`src/rtl/alu_seq_pkg.sv`:
```
// Shared constants for the ALU operation sequencer: sequencer opcodes,
// ALU opcodes and the sequencer FSM state type.
package alu_seq_pkg;

  localparam int DEFAULT_DATA_W  = 32;
  localparam int DEFAULT_SHAMT_W = 5;

  localparam logic [3:0] OP_ADD  = 4'd0;
  localparam logic [3:0] OP_SUB  = 4'd1;
  localparam logic [3:0] OP_AND  = 4'd2;
  localparam logic [3:0] OP_OR   = 4'd3;
  localparam logic [3:0] OP_XOR  = 4'd4;
  localparam logic [3:0] OP_SLL  = 4'd5;
  localparam logic [3:0] OP_SRL  = 4'd6;
  localparam logic [3:0] OP_SRA  = 4'd7;
  localparam logic [3:0] OP_BEQ  = 4'd8;
  localparam logic [3:0] OP_BNE  = 4'd9;
  localparam logic [3:0] OP_BLTU = 4'd10;
  localparam logic [3:0] OP_BGEU = 4'd11;
  localparam logic [3:0] OP_NEG  = 4'd12;

  localparam logic [3:0] ALU_ADD  = 4'b0000;
  localparam logic [3:0] ALU_SUB  = 4'b0001;
  localparam logic [3:0] ALU_PASS = 4'b0010;
  localparam logic [3:0] ALU_AND  = 4'b0100;
  localparam logic [3:0] ALU_OR   = 4'b0101;
  localparam logic [3:0] ALU_XOR  = 4'b1000;
  localparam logic [3:0] ALU_SLL  = 4'b1010;
  localparam logic [3:0] ALU_SRL  = 4'b1011;
  localparam logic [3:0] ALU_SRA  = 4'b1101;
  localparam logic [3:0] ALU_NEG  = 4'b1110;
  localparam logic [3:0] ALU_ZERO = 4'b1111;

  typedef enum logic [1:0] {
    ST_IDLE,
    ST_EXEC,
    ST_RESP
  } state_t;

endpackage

```
`src/rtl/alu_seq_decode.sv`:
```
// Maps a sequencer opcode to its ALU opcode and classification flags.
module alu_seq_decode
  import alu_seq_pkg::*;
(
  input  logic [3:0] op,
  output logic [3:0] alu_op,
  output logic       is_shift,
  output logic       is_cmp,
  output logic       is_illegal
);

  always_comb begin
    alu_op     = ALU_ZERO;
    is_shift   = 1'b0;
    is_cmp     = 1'b0;
    is_illegal = 1'b0;
    case (op)
      OP_ADD:  alu_op = ALU_ADD;
      OP_SUB:  alu_op = ALU_SUB;
      OP_AND:  alu_op = ALU_AND;
      OP_OR:   alu_op = ALU_OR;
      OP_XOR:  alu_op = ALU_XOR;
      OP_SLL:  begin alu_op = ALU_SLL; is_shift = 1'b1; end
      OP_SRL:  begin alu_op = ALU_SRL; is_shift = 1'b1; end
      OP_SRA:  begin alu_op = ALU_SRA; is_shift = 1'b1; end
      // The ALU reports each branch condition under a specific opcode
      OP_BEQ:  begin alu_op = ALU_ADD; is_cmp = 1'b1; end
      OP_BNE:  begin alu_op = ALU_SLL; is_cmp = 1'b1; end
      OP_BLTU: begin alu_op = ALU_XOR; is_cmp = 1'b1; end
      OP_BGEU: begin alu_op = ALU_SRL; is_cmp = 1'b1; end
      OP_NEG:  alu_op = ALU_NEG;
      default: is_illegal = 1'b1;
    endcase
  end

endmodule

```
`src/rtl/alu_op_sequencer.sv`:
```
// Multi-cycle initiator for the combinational ALU: accepts requests, iterates
// single-bit shifts through the ALU and returns result / branch decision.
module alu_op_sequencer
  import alu_seq_pkg::*;
#(
  parameter int DATA_W  = DEFAULT_DATA_W,
  parameter int SHAMT_W = DEFAULT_SHAMT_W
) (
  input  logic              clk,
  input  logic              reset,
  input  logic              req_valid,
  output logic              req_ready,
  input  logic [3:0]        req_op,
  input  logic [DATA_W-1:0] req_a,
  input  logic [DATA_W-1:0] req_b,
  output logic              resp_valid,
  input  logic              resp_ready,
  output logic [DATA_W-1:0] resp_result,
  output logic              resp_taken,
  output logic [DATA_W-1:0] alu_in_1,
  output logic [DATA_W-1:0] alu_in_2,
  output logic [3:0]        alu_op,
  input  logic [DATA_W-1:0] alu_result,
  input  logic              alu_bcond
);

  state_t              state, state_next;
  logic [3:0]          op_q;
  logic [DATA_W-1:0]   work_q;
  logic [DATA_W-1:0]   b_q;
  logic [SHAMT_W-1:0]  cnt_q;
  logic [3:0]          dec_alu_op;
  logic                is_shift, is_cmp, is_illegal;
  logic                last_iter;

  alu_seq_decode u_decode (
    .op         (op_q),
    .alu_op     (dec_alu_op),
    .is_shift   (is_shift),
    .is_cmp     (is_cmp),
    .is_illegal (is_illegal)
  );

  // A zero shift amount still takes one pass cycle, so 0 and 1 both end EXEC
  assign last_iter  = !is_shift || (cnt_q < SHAMT_W'(2));
  assign req_ready  = (state == ST_IDLE);
  assign resp_valid = (state == ST_RESP);

  always_ff @(posedge clk) begin
    if (reset) state <= ST_IDLE;
    else       state <= state_next;
  end

  always_comb begin
    state_next = state;
    alu_op     = ALU_ZERO;
    alu_in_1   = '0;
    alu_in_2   = '0;
    case (state)
      ST_IDLE: if (req_valid) state_next = ST_EXEC;
      ST_EXEC: begin
        alu_op   = (is_shift && cnt_q == '0) ? ALU_PASS : dec_alu_op;
        alu_in_1 = work_q;
        alu_in_2 = is_shift ? '0 : b_q;
        if (last_iter) state_next = ST_RESP;
      end
      ST_RESP: if (resp_ready) state_next = ST_IDLE;
      default: state_next = ST_IDLE;
    endcase
  end

  always_ff @(posedge clk) begin
    if (reset) begin
      op_q        <= '0;
      work_q      <= '0;
      b_q         <= '0;
      cnt_q       <= '0;
      resp_result <= '0;
      resp_taken  <= 1'b0;
    end else begin
      if (state == ST_IDLE && req_valid) begin
        op_q   <= req_op;
        work_q <= req_a;
        b_q    <= req_b;
        cnt_q  <= req_b[SHAMT_W-1:0];
      end
      if (state == ST_EXEC) begin
        if (is_shift) begin
          work_q <= alu_result;
          if (cnt_q != '0) cnt_q <= cnt_q - SHAMT_W'(1);
        end
        if (last_iter) begin
          resp_result <= (is_cmp || is_illegal) ? '0 : alu_result;
          resp_taken  <= is_cmp ? alu_bcond : 1'b0;
        end
      end
    end
  end

endmodule

```
`config.mk`:
```
export PLATFORM = sky130hd
export DESIGN_NAME = alu_op_sequencer
export DESIGN_NICKNAME = d
export VERILOG_FILES = /design/src/rtl/alu_seq_pkg.sv /design/src/rtl/alu_seq_decode.sv /design/src/rtl/alu_op_sequencer.sv
export SDC_FILE = /design/constraint.sdc
export NUM_CORES = 1
export LEC_CHECK = 0
export ABC_AREA = 1
export CORE_MARGIN = 8
export CORE_UTILIZATION = 35
export CTS_BUF_LIST = sky130_fd_sc_hd__clkbuf_4 sky130_fd_sc_hd__clkbuf_8 sky130_fd_sc_hd__clkbuf_16
export DETAILED_ROUTE_END_ITERATION = 12
export PLACE_DENSITY = 0.66
export SLEW_MARGIN = 20
export SYNTH_ARGS = -nofsm -noshare
export SYNTH_HDL_FRONTEND = slang
export SYNTH_HIERARCHICAL = 1
export SYNTH_SLANG_ARGS = --single-unit
```
`constraint.sdc`:
```
create_clock -name clk -period 4 [get_ports clk]
set_clock_uncertainty 0.1 [all_clocks]
set_input_delay 0.6 -clock clk [delete_from_list [all_inputs] [get_ports clk]]
set_output_delay 0.6 -clock clk [all_outputs]
set_load 0.005 [all_outputs]
```
==> reports/metrics.csv <==
stage;metric;value;unit
outcome;outcome;finished, final reports clean;
clock_tree;cts.sinks;108;
setup_path;r2r_slack;1.04;ns
timing;finalSetupViolCount;0;
setup_path;rr_startpoint;op_q[0]$_SDFFE_PP0N_;
clock_tree;clock_path_buffers;2;
detailed_routing;wl;18.6;mm
detailed_routing;num_vias;5830;
detailed_routing;drtIter0Drc;369;
clock_tree;htreeDepth;3;
timing;finalSetupTns;0;ns
setup_path;cp-start-kind;flip-flop;
logic_synthesis;yosysSeqAreaShare;0.401;
die;num_rows;45;
power;p_switching;0.793;mW
die;die-width;140;um
die;start_util;0.356;
clock_tree;clkTransAtPathRegs;0.07;ns
clock_tree;cts-root-buf;clkbuf_16;
grt;grt_pass1_wl;29.9;mm
logic_synthesis;yosysWarnings;6;
grt;grt_pass1_vias;5507;
placement;port_buffers;207;
power;seqPwrFrac;0.440;
logic_synthesis;syn_nets;970;
setup_path;critPathMaxFanout;33;
timing;finalHoldViolations;0;
final_layout;mostFrequentLayoutCells;nor2_1 (239), nand2_1 (207), clkdlybuf4s50_1 (206);
final_layout;syn_to_final_growth;44.0;%
clock_tree;cts_resized;0;
die;coreArea;15100;sq um
flow_run;max_cap_violations;0;
min_path;hp-start;b_q[1]$_SDFFE_PP0N_;
setup_path;cp-end-kind;output port;
grt;antenna_found_initial;0;
min_path;worstHoldPathCells;2;
logic_synthesis;yosys_register_bits;108;
logic_synthesis;synth_fa_ha_area_frac;0.00232;
power;p_int;1.97;mW
clock_tree;post_cts_buffers;0;
grt;overflow;0;
clock_tree;cts_tree;yes;
min_path;worstHoldEndpoint;b_q[1]$_SDFFE_PP0N_;
setup_path;path_class;flip-flop to output port;
die;die-area;19600;sq um
final_layout;layout_commonest_cell;nor2_1;
logic_synthesis;syn_avg_cell_area;6.23;sq um
logic_synthesis;synth-xor-area-share;0;
logic_synthesis;synthSimpleGateAreaFrac;0.424;
power;ir_worst_vdd;0.000206;V
placement;place.gp.congestion;0.821;
logic_synthesis;muxShareOfSynthArea;0;
power;power_density;356;nW/um^2
final_layout;final_nets;1137;
clock_tree;clkLatencyLatePin;0.35;ns
power;p_leak;3.27;nW
timing;worst_pin_slew;1.01;ns
setup_path;timing.rr.end;work_q[20]$_SDFF_PP0_;
logic_synthesis;synth_compound_area_frac;0.0753;
timing;max_clock_freq;300;MHz
clock_tree;cts_hold_buf;0;
timing;fin_crit;3.33;ns
logic_synthesis;synthCells;864;
timing;whs;0.373;ns
grt;grt_max_degree;69;
die;die_h;140;um
grt;grt_usage;0.190;
power;p_total;2.76;mW
power;sw_frac_of_total;0.287;
logic_synthesis;synth_area;5390;sq um
detailed_routing;drc;0;
detailed_routing;avgViaCountPerCell;4.76;
clock_tree;cts_made_buffers;9;
placement;post-dp-hpwl;12.7;mm
min_path;hp-class;flip-flop to flip-flop;
detailed_routing;drt-wirelength-per-cell;15.2;um
die;ios;208;
setup_path;worstPathArrival;2.63;ns
final_layout;drive_gt1_frac;0.0415;
timing;max_slew_margin;0.323;
power;pwr-share-comb;0.219;
logic_synthesis;post_synth_num_cell_types;23;
timing;drv_slew;0;
detailed_routing;antenna_left;0;
detailed_routing;firstDrtPassIters;7;
final_layout;antenna_cells;0;
setup_path;rr_worst_depth;9;
logic_synthesis;synth_top_family_by_area;simple AND/OR/NAND/NOR gates;
power;clkPwrFrac;0.341;
setup_path;crit_required;3.30;ns
timing;rsz0062_at_grt;no;
timing;final.period_utilization;0.833;
-- worst max-delay path by stage --
stage	start	endpoint	depth (start not counted)
final	op_q[2]$_SDFFE_PP0N_	alu_in_2[1]	6
after global routing	op_q[2]$_SDFFE_PP0N_	alu_in_2[24]	6
after floorplan	op_q[2]$_SDFFE_PP0N_	alu_in_2[10]	6
after global placement	op_q[0]$_SDFFE_PP0N_	work_q[14]$_SDFF_PP0_	9
after detailed placement	op_q[0]$_SDFFE_PP0N_	work_q[20]$_SDFF_PP0_	9
after CTS	op_q[2]$_SDFFE_PP0N_	alu_in_2[1]	6
-- worst max-delay path, cell delays in order, from the launching register on --
cell and delay (ns):
dfxtp_1 0.45, inv_2 0.08, nor3_1 0.43, inv_1 0.59, nand2_1 0.20, nor2_1 0.07, clkdlybuf4s50_1 0.46
-- final cells by class --
| cell class | instances | area, sq um |
|---|---|---|
| Fill cell | 1562 | 7390 |
| Inverter | 50 | 189 |
| Tap cell | 188 | 235 |
| Clock buffer | 10 | 239 |
| Timing Repair Buffer | 218 | 2150 |
| Sequential cell | 108 | 2160 |
| Multi-Input combinational cell | 644 | 2710 |
| Clock inverter | 6 | 72.6 |
-- stage by stage --
stage / utilization / worst slack, ns / cell area, sq um / cells
after detailed placement: 0.491 / 1.00 / 7440 / 1208
after global placement: 0.491 / 1.06 / 7440 / 1208
after global routing: 0.512 / 0.407 / 7750 / 1224
after floorplan: - / 1.98 / 5390 / 864
final: 0.512 / 0.667 / 7750 / 1224
after CTS: 0.512 / 0.640 / 7750 / 1224
-- power by group through the flow --
stage          Sequential, mW  Clock [mW]  Combinational [mW]
6_report                 1.22       0.941               0.603
5_1_grt                  1.23        1.01               0.681
4_1_cts                  1.21       0.974               0.609
3_5_place_dp             1.24           0               0.607
3_3_place_gp             1.24           0               0.606
2_1_floorplan            1.23           0               0.338
-- Yosys cell counts --
cell	n	share of area
a21oi_1	42	0.039
buf_1	4	0.0028
buf_2	34	0.032
buf_4	3	0.0042
buf_6	6	0.013
clkbuf_1	13	0.0091
clkbuf_2	2	0.0019
dfxtp_1	108	0.40
ha_1	1	0.0023
inv_1	44	0.031
inv_2	6	0.0042
nand2_1	208	0.14
nand2_2	2	0.0023
nand3_1	105	0.098
nand3b_1	1	0.0014
nand4_1	1	0.0012
nor2_1	240	0.17
nor2_2	2	0.0023
nor2_4	3	0.0063
nor3_1	1	0.00093
o211ai_1	2	0.0028
o21ai_0	16	0.015
o21ai_1	20	0.019
-- registers in the layout, summed over array words and instances, names as in the netlist --
name,flops
b_q,32
resp_result,32
op_q,4
work_q,32
cnt_q,5
resp_taken,1
state,2
-- kinds of logic (layout without fill, tap and decap cells) --
logic type                 after synthesis  in the layout
DFF                                    108            108
adders and majority gates                1              1
AOI/OAI and AO/OA                       80             80
and+or+nand+nor                        563            563
buffers and inverters                  112            284
-- routing by layer --
| metal | up-vias | wire length, um | global-route usage |
|---|---|---|---|
| met2 | 163 | 8750 | 0.314 |
| met3 | 16 | 1030 | 0.0387 |
| met4 | 0 | 322 | 0.0674 |
| met5 | - | 0 | 0 |
| met1 | 2624 | 8470 | 0.240 |
| li1 | 3027 | - | - |
Power figures use the tool's default switching activity.
